`src/rtl/bus_pkg.sv`:
```
// Shared definitions for the two-master bus arbiter: FSM state encoding,
// funct3-style access size codes and the word returned on a slave timeout.
package bus_pkg;

   typedef enum logic {
      ST_IDLE = 1'b0,
      ST_WAIT = 1'b1
   } state_t;

   localparam logic [2:0] SEL_B  = 3'b000;
   localparam logic [2:0] SEL_H  = 3'b001;
   localparam logic [2:0] SEL_W  = 3'b010;
   localparam logic [2:0] SEL_BU = 3'b100;
   localparam logic [2:0] SEL_HU = 3'b101;

   localparam logic [31:0] ERR_WORD = 32'hDEADBEEF;

endpackage

```
`src/rtl/bus_arb_slot.sv`:
```
// One-entry request buffer for a single master port. The req_* outputs
// show the stored request once the slot is occupied, and the incoming
// request while it is empty, so the arbiter can issue a request in the
// very cycle it is accepted.
module bus_arb_slot #(
   parameter int AW = 32,
   parameter int DW = 32
) (
   input  logic          clk,
   input  logic          rst,
   input  logic          exec,
   input  logic [AW-1:0] addr,
   input  logic [DW-1:0] data,
   input  logic [2:0]    sel,
   input  logic          we,
   input  logic          clear,
   output logic          busy,
   output logic          valid,
   output logic [AW-1:0] req_addr,
   output logic [DW-1:0] req_data,
   output logic [2:0]    req_sel,
   output logic          req_we
);

   logic          pend;
   logic          accept;
   logic [AW-1:0] addr_q;
   logic [DW-1:0] data_q;
   logic [2:0]    sel_q;
   logic          we_q;

   // A strobe while the slot is full is dropped without touching anything
   assign accept = exec && !pend;

   // Occupancy flag: set on acceptance, dropped when the arbiter retires the request
   always_ff @(posedge clk) begin
      if (rst)
         pend <= 1'b0;
      else if (clear)
         pend <= 1'b0;
      else if (accept)
         pend <= 1'b1;
   end

   // Request fields are captured only when the slot takes a new request
   always_ff @(posedge clk) begin
      if (accept) begin
         addr_q <= addr;
         data_q <= data;
         sel_q  <= sel;
         we_q   <= we;
      end
   end

   assign busy     = pend;
   assign valid    = pend || exec;
   assign req_addr = pend ? addr_q : addr;
   assign req_data = pend ? data_q : data;
   assign req_sel  = pend ? sel_q  : sel;
   assign req_we   = pend ? we_q   : we;

endmodule

```
`src/rtl/bus_arb.sv`:
```
// Two-master, one-slave round-robin bus arbiter (m0 = fetch, m1 = load/store).
// One transaction is outstanding at the slave at a time. Optional slave
// timeout with per-master error pulse: define BUS_ARB_TIMEOUT_EN.
module bus_arb
   import bus_pkg::*;
#(
   parameter int AW      = 32,
   parameter int DW      = 32,
   parameter int TIMEOUT = 64
) (
   input  logic          i_clk,
   input  logic          i_reset,
   input  logic          i_m0_exec,
   input  logic [AW-1:0] i_m0_addr,
   input  logic [DW-1:0] i_m0_data,
   input  logic [2:0]    i_m0_sel,
   input  logic          i_m0_we,
   input  logic          i_m1_exec,
   input  logic [AW-1:0] i_m1_addr,
   input  logic [DW-1:0] i_m1_data,
   input  logic [2:0]    i_m1_sel,
   input  logic          i_m1_we,
   output logic [DW-1:0] o_m0_data,
   output logic [DW-1:0] o_m1_data,
   output logic          o_m0_fin,
   output logic          o_m1_fin,
   output logic          o_m0_busy,
   output logic          o_m1_busy,
`ifdef BUS_ARB_TIMEOUT_EN
   output logic          o_m0_err,
   output logic          o_m1_err,
`endif
   output logic          o_s_exec,
   output logic [AW-1:0] o_s_addr,
   output logic [DW-1:0] o_s_data,
   output logic [2:0]    o_s_sel,
   output logic          o_s_we,
   input  logic [DW-1:0] i_s_data,
   input  logic          i_s_fin,
   input  logic          i_s_busy
);

   logic          valid0, valid1;
   logic [AW-1:0] r0_addr, r1_addr;
   logic [DW-1:0] r0_data, r1_data;
   logic [2:0]    r0_sel, r1_sel;
   logic          r0_we, r1_we;
   state_t        state;
   logic          last;
   logic          gnt;
   logic          pick;
   logic          done;
   logic          to_hit;
   logic [DW-1:0] fin_data;

   if (TIMEOUT < 1) begin : g_bad_timeout
      $error("bus_arb: TIMEOUT must be at least 1");
   end

   bus_arb_slot #(.AW(AW), .DW(DW)) u_slot0 (
      .clk(i_clk), .rst(i_reset), .exec(i_m0_exec), .addr(i_m0_addr),
      .data(i_m0_data), .sel(i_m0_sel), .we(i_m0_we), .clear(done && !gnt),
      .busy(o_m0_busy), .valid(valid0), .req_addr(r0_addr),
      .req_data(r0_data), .req_sel(r0_sel), .req_we(r0_we)
   );

   bus_arb_slot #(.AW(AW), .DW(DW)) u_slot1 (
      .clk(i_clk), .rst(i_reset), .exec(i_m1_exec), .addr(i_m1_addr),
      .data(i_m1_data), .sel(i_m1_sel), .we(i_m1_we), .clear(done && gnt),
      .busy(o_m1_busy), .valid(valid1), .req_addr(r1_addr),
      .req_data(r1_data), .req_sel(r1_sel), .req_we(r1_we)
   );

   // Round-robin choice: a lone requester wins outright, contention goes to the master not served last
   always_comb begin
      pick = 1'b0;
      if (valid0 && valid1)
         pick = !last;
      else if (valid1)
         pick = 1'b1;
   end

`ifdef BUS_ARB_TIMEOUT_EN
   localparam int CW = $clog2(TIMEOUT + 1);
   logic [CW-1:0] cnt;

   // A real slave fin in the timeout cycle takes priority over the error
   assign to_hit = (state == ST_WAIT) && (cnt == CW'(TIMEOUT)) && !i_s_fin;

   // Cycles spent waiting on the slave; held at zero while idle so it starts clean at each exec
   always_ff @(posedge i_clk) begin
      if (i_reset || state == ST_IDLE)
         cnt <= '0;
      else if (!to_hit)
         cnt <= cnt + 1'b1;
   end
`else
   assign to_hit = 1'b0;
`endif

   // The outstanding transaction retires on slave fin (or timeout); fins seen in IDLE are ignored
   assign done     = (state == ST_WAIT) && (i_s_fin || to_hit);
   assign fin_data = to_hit ? DW'(ERR_WORD) : i_s_data;

   // Arbiter FSM: issue one granted request to the slave, then route its completion back
   always_ff @(posedge i_clk) begin
      if (i_reset) begin
         state     <= ST_IDLE;
         last      <= 1'b1;
         gnt       <= 1'b0;
         o_s_exec  <= 1'b0;
         o_s_addr  <= '0;
         o_s_data  <= '0;
         o_s_sel   <= '0;
         o_s_we    <= 1'b0;
         o_m0_fin  <= 1'b0;
         o_m1_fin  <= 1'b0;
         o_m0_data <= '0;
         o_m1_data <= '0;
`ifdef BUS_ARB_TIMEOUT_EN
         o_m0_err  <= 1'b0;
         o_m1_err  <= 1'b0;
`endif
      end else begin
         o_s_exec <= 1'b0;
         o_m0_fin <= 1'b0;
         o_m1_fin <= 1'b0;
`ifdef BUS_ARB_TIMEOUT_EN
         o_m0_err <= 1'b0;
         o_m1_err <= 1'b0;
`endif
         case (state)
            ST_IDLE: begin
               if ((valid0 || valid1) && !i_s_busy) begin
                  o_s_exec <= 1'b1;
                  o_s_addr <= pick ? r1_addr : r0_addr;
                  o_s_data <= pick ? r1_data : r0_data;
                  o_s_sel  <= pick ? r1_sel  : r0_sel;
                  o_s_we   <= pick ? r1_we   : r0_we;
                  last     <= pick;
                  gnt      <= pick;
                  state    <= ST_WAIT;
               end
            end
            ST_WAIT: begin
               if (done) begin
                  if (gnt) begin
                     o_m1_fin  <= 1'b1;
                     o_m1_data <= fin_data;
                  end else begin
                     o_m0_fin  <= 1'b1;
                     o_m0_data <= fin_data;
                  end
`ifdef BUS_ARB_TIMEOUT_EN
                  o_m0_err <= to_hit && !gnt;
                  o_m1_err <= to_hit && gnt;
`endif
                  state <= ST_IDLE;
               end
            end
            default: state <= ST_IDLE;
         endcase
      end
   end

endmodule
```
`config.mk`:
```
export PLATFORM = sky130hd
export DESIGN_NAME = bus_arb
export DESIGN_NICKNAME = d
export VERILOG_FILES = /design/src/rtl/bus_pkg.sv /design/src/rtl/bus_arb_slot.sv /design/src/rtl/bus_arb.sv
export SDC_FILE = /design/constraint.sdc
export NUM_CORES = 1
export LEC_CHECK = 0
export ABC_AREA = 1
export CORE_MARGIN = 1
export CORE_UTILIZATION = 60
export DETAILED_ROUTE_END_ITERATION = 10
export DONT_BUFFER_PORTS = 1
export GPL_TIMING_DRIVEN = 0
export PLACE_DENSITY = 0.72
export SYNTH_ARGS = -nofsm -noshare
export SYNTH_HDL_FRONTEND = slang
export SYNTH_SLANG_ARGS = --single-unit
```
`constraint.sdc`:
```
create_clock -name i_clk -period 5.95 [get_ports i_clk]
set_input_delay 1.19 -clock i_clk [delete_from_list [all_inputs] [get_ports i_clk]]
set_output_delay 1.19 -clock i_clk [all_outputs]
set_load 0.1 [all_outputs]
```
==> qor.txt <==
Status: finished, final reports clean
Largest family of logic cells by synthesized area: simple AND/OR/NAND/NOR gates
Pwr Density: 374 mW/mm^2
First DRT Iteration DRCs: 592
Gr busiest metal: met2
Final hold vios: 0
Post-synthesis sequential area ratio: 0.579
Port-buffer cells: 0
Tot GR Track Use: 0.310
Die width: 143 microns
CP Data Required Time: 6.39 ns
Syn_nets: 1623
Crit Path Class: reg -> reg
Xor and xnor fraction of the mapped netlist area: 0
Minimum clock period after layout: 2.96 ns
Post-CTS sizing: 0
Rel. slew slack: 0.207
CTS hold repair buffers: 0
Yosys warning count: 0
Starting density of the core: 0.611
Post-synthesis compound-gate area fraction: 0.0864
Clock-pin slew on the worst setup and hold paths: 0.06 ns
Synth unique cells: 19
Routing usage on met1: 0.376
Simple-Gate Fraction of Synth Area: 0.221
Final worst slack: 2.99 ns
Post-route setup TNS: 0 ns
RD Place Congestion: 0.909
Drt pass-1 iters: 5
Tcrit/Tclk final: 0.498
WP data arrival: 3.40 ns
Crit. End Element: flop
Peak fanout along the critical path: 10
Leak Pwr: 6.07 nW
Rows: 51
Root Buffer: clkbuf_16
Cell taking the most area after synthesis: edfxtp_1
Max VDD drop: 0.000229 V
Area share of fa/ha/maj cells after synthesis: 0
#FFs+latches synth: 276
Boundary Pins: 311
RSZ-0062 raised after global routing: false
Antenna violations before repair: 0
Inserted Diodes: 0
Area growth syn-to-layout: 12.0%
Vias: 9482
Hold/Removal Path Class: reg -> reg
Fin cells: 1769
Total Nets Final: 1657
Die area: 0.0204 sq mm
Clk_lat worst skew: 0.54 ns
Depth of the most critical reg-to-reg path: 10
Endpoints failing setup: 0
Total grt overflow: 0
Largest cells by area after synthesis: edfxtp_1, dfxtp_1, nand2_1, nand3_1, inv_1
Final core occ: 0.684
Routed wire per std cell: 17.9 microns
Die Height: 143 microns
Inst Count DP: 1718
Syn Std Cell Area: 0.0119 sq mm
CTS tree: yes
Core footprint: 0.0195 sq mm
M3 GR Usage: 0.102
Slew @ Worst Pin: 1.19 ns
Design area: 0.0133 sq mm
Worst-case clock buffer depth: 3
Vias in the first global route: 9066
Final WL: 31700 microns
Clock Sinks: 276
Avg Cell Area, Syn: 8.20 sq um
Postcts setup bufs: 0
Share of layout cells above drive strength 1: 0.0625
Startpoint Class: flop
Max-Cap Viols: 0
Hold WS: 0.497 ns
Final ANT Viol Nets: 0
Post-synthesis mux area share: 0
CTS Buf Count: 28
Detail Placement HPWL: 22500 microns
Met2 Use GR: 0.513
Vias per cell: 5.36
Pre-CTS setup slack: 3.03 ns
Setup Skew: 0.0127 ns
FMAX: 337 MHz
DP Area: 0.0123 sq mm
Synth top area share: 0.344
Syn Inst Count: 1449
Pin count of the biggest net entering global routing: 30
WHS Path Cells: 2
First-pass GRT wire length: 48400 microns
# H-tree levels: 1
Max Slew Vio Count: 0
Final Total Pwr: 4.99 mW
Post-route DRC: 0
critical path: stages (launching register included):
cell     delay, ns
dfxtp_1       1.04
buf_4         0.34
nor2_4        0.06
nand2_1       0.06
nand3_2       0.35
inv_2         0.32
buf_4         0.23
buf_4         0.20
nand3_1       0.12
nand2_1       0.08
inv_1         0.03
final timing paths:
| path | to | slack [ns] | from |
|---|---|---|---|
| worst max register to register | o_s_addr[27] | 2.99 | u_slot1.busy |
| worst min-delay path | state | 0.50 | state |
| worst min register to register | state | 0.50 | state |
| worst max-delay path | o_s_addr[27] | 2.99 | u_slot1.busy |
sequential cells by signal, summed over array words and instances, names as in the netlist, 3 cells and up:
name,flops
u_slot0.sel_q,3
u_slot1.addr_q,32
o_s_data,32
u_slot0.addr_q,32
u_slot0.data_q,32
o_m1_data,32
o_s_addr,32
u_slot1.data_q,32
u_slot1.sel_q,3
o_m0_data,32
o_s_sel,3
cell usage after synthesis:
library cell / n
nand2_1: 417
a21oi_1: 70
buf_6: 1
inv_1: 244
nor3_1: 1
nand2_2: 1
nor2_4: 1
edfxtp_1: 136
buf_4: 7
nand3_1: 202
buf_2: 22
dfxtp_1: 140
nor2_1: 6
buf_1: 1
o21ai_4: 1
inv_2: 5
nand3_2: 1
o21ai_0: 132
clkbuf_1: 61
power breakdown:
part	internal [mW]	switching, mW
Combinational	0.158	0.340
Sequential	2.12	0.507
Clock	1.12	0.733
final cells by class:
type	instances	area, sq um
plain buffers	92	407
multi-input cells	832	3670
clock inverters	10	104
well taps	265	332
fillers	1620	6140
inverters	249	935
clock buffers	41	893
repair buffers	4	87.6
flip-flops and latches	276	6890
per-layer routing:
layer | wire [microns] | up-vias
li1 | - | 4661
met1 | 12500 | 4364
met2 | 14700 | 393
met3 | 3430 | 64
met4 | 1060 | 0
met5 | 0 | -
cell usage in the layout, fill, tap and decap left out, drive strengths merged:
cell | netlist | final
a21oi | 70 | 70
bufinv | 0 | 2
buf | 31 | 35
clkinv | 0 | 8
clkbuf | 61 | 102
edfxtp | 136 | 136
nand3 | 203 | 203
nand2 | 418 | 418
o21ai | 133 | 133
inv | 249 | 249
nor2 | 7 | 7
dfxtp | 140 | 140
nor3 | 1 | 1
kinds of logic after synthesis:
group / Yosys count
buffers and inverters: 341
DFF: 276
AOI/OAI and AO/OA: 203
and+or+nand+nor: 629
(Power assumes the default switching activity.)
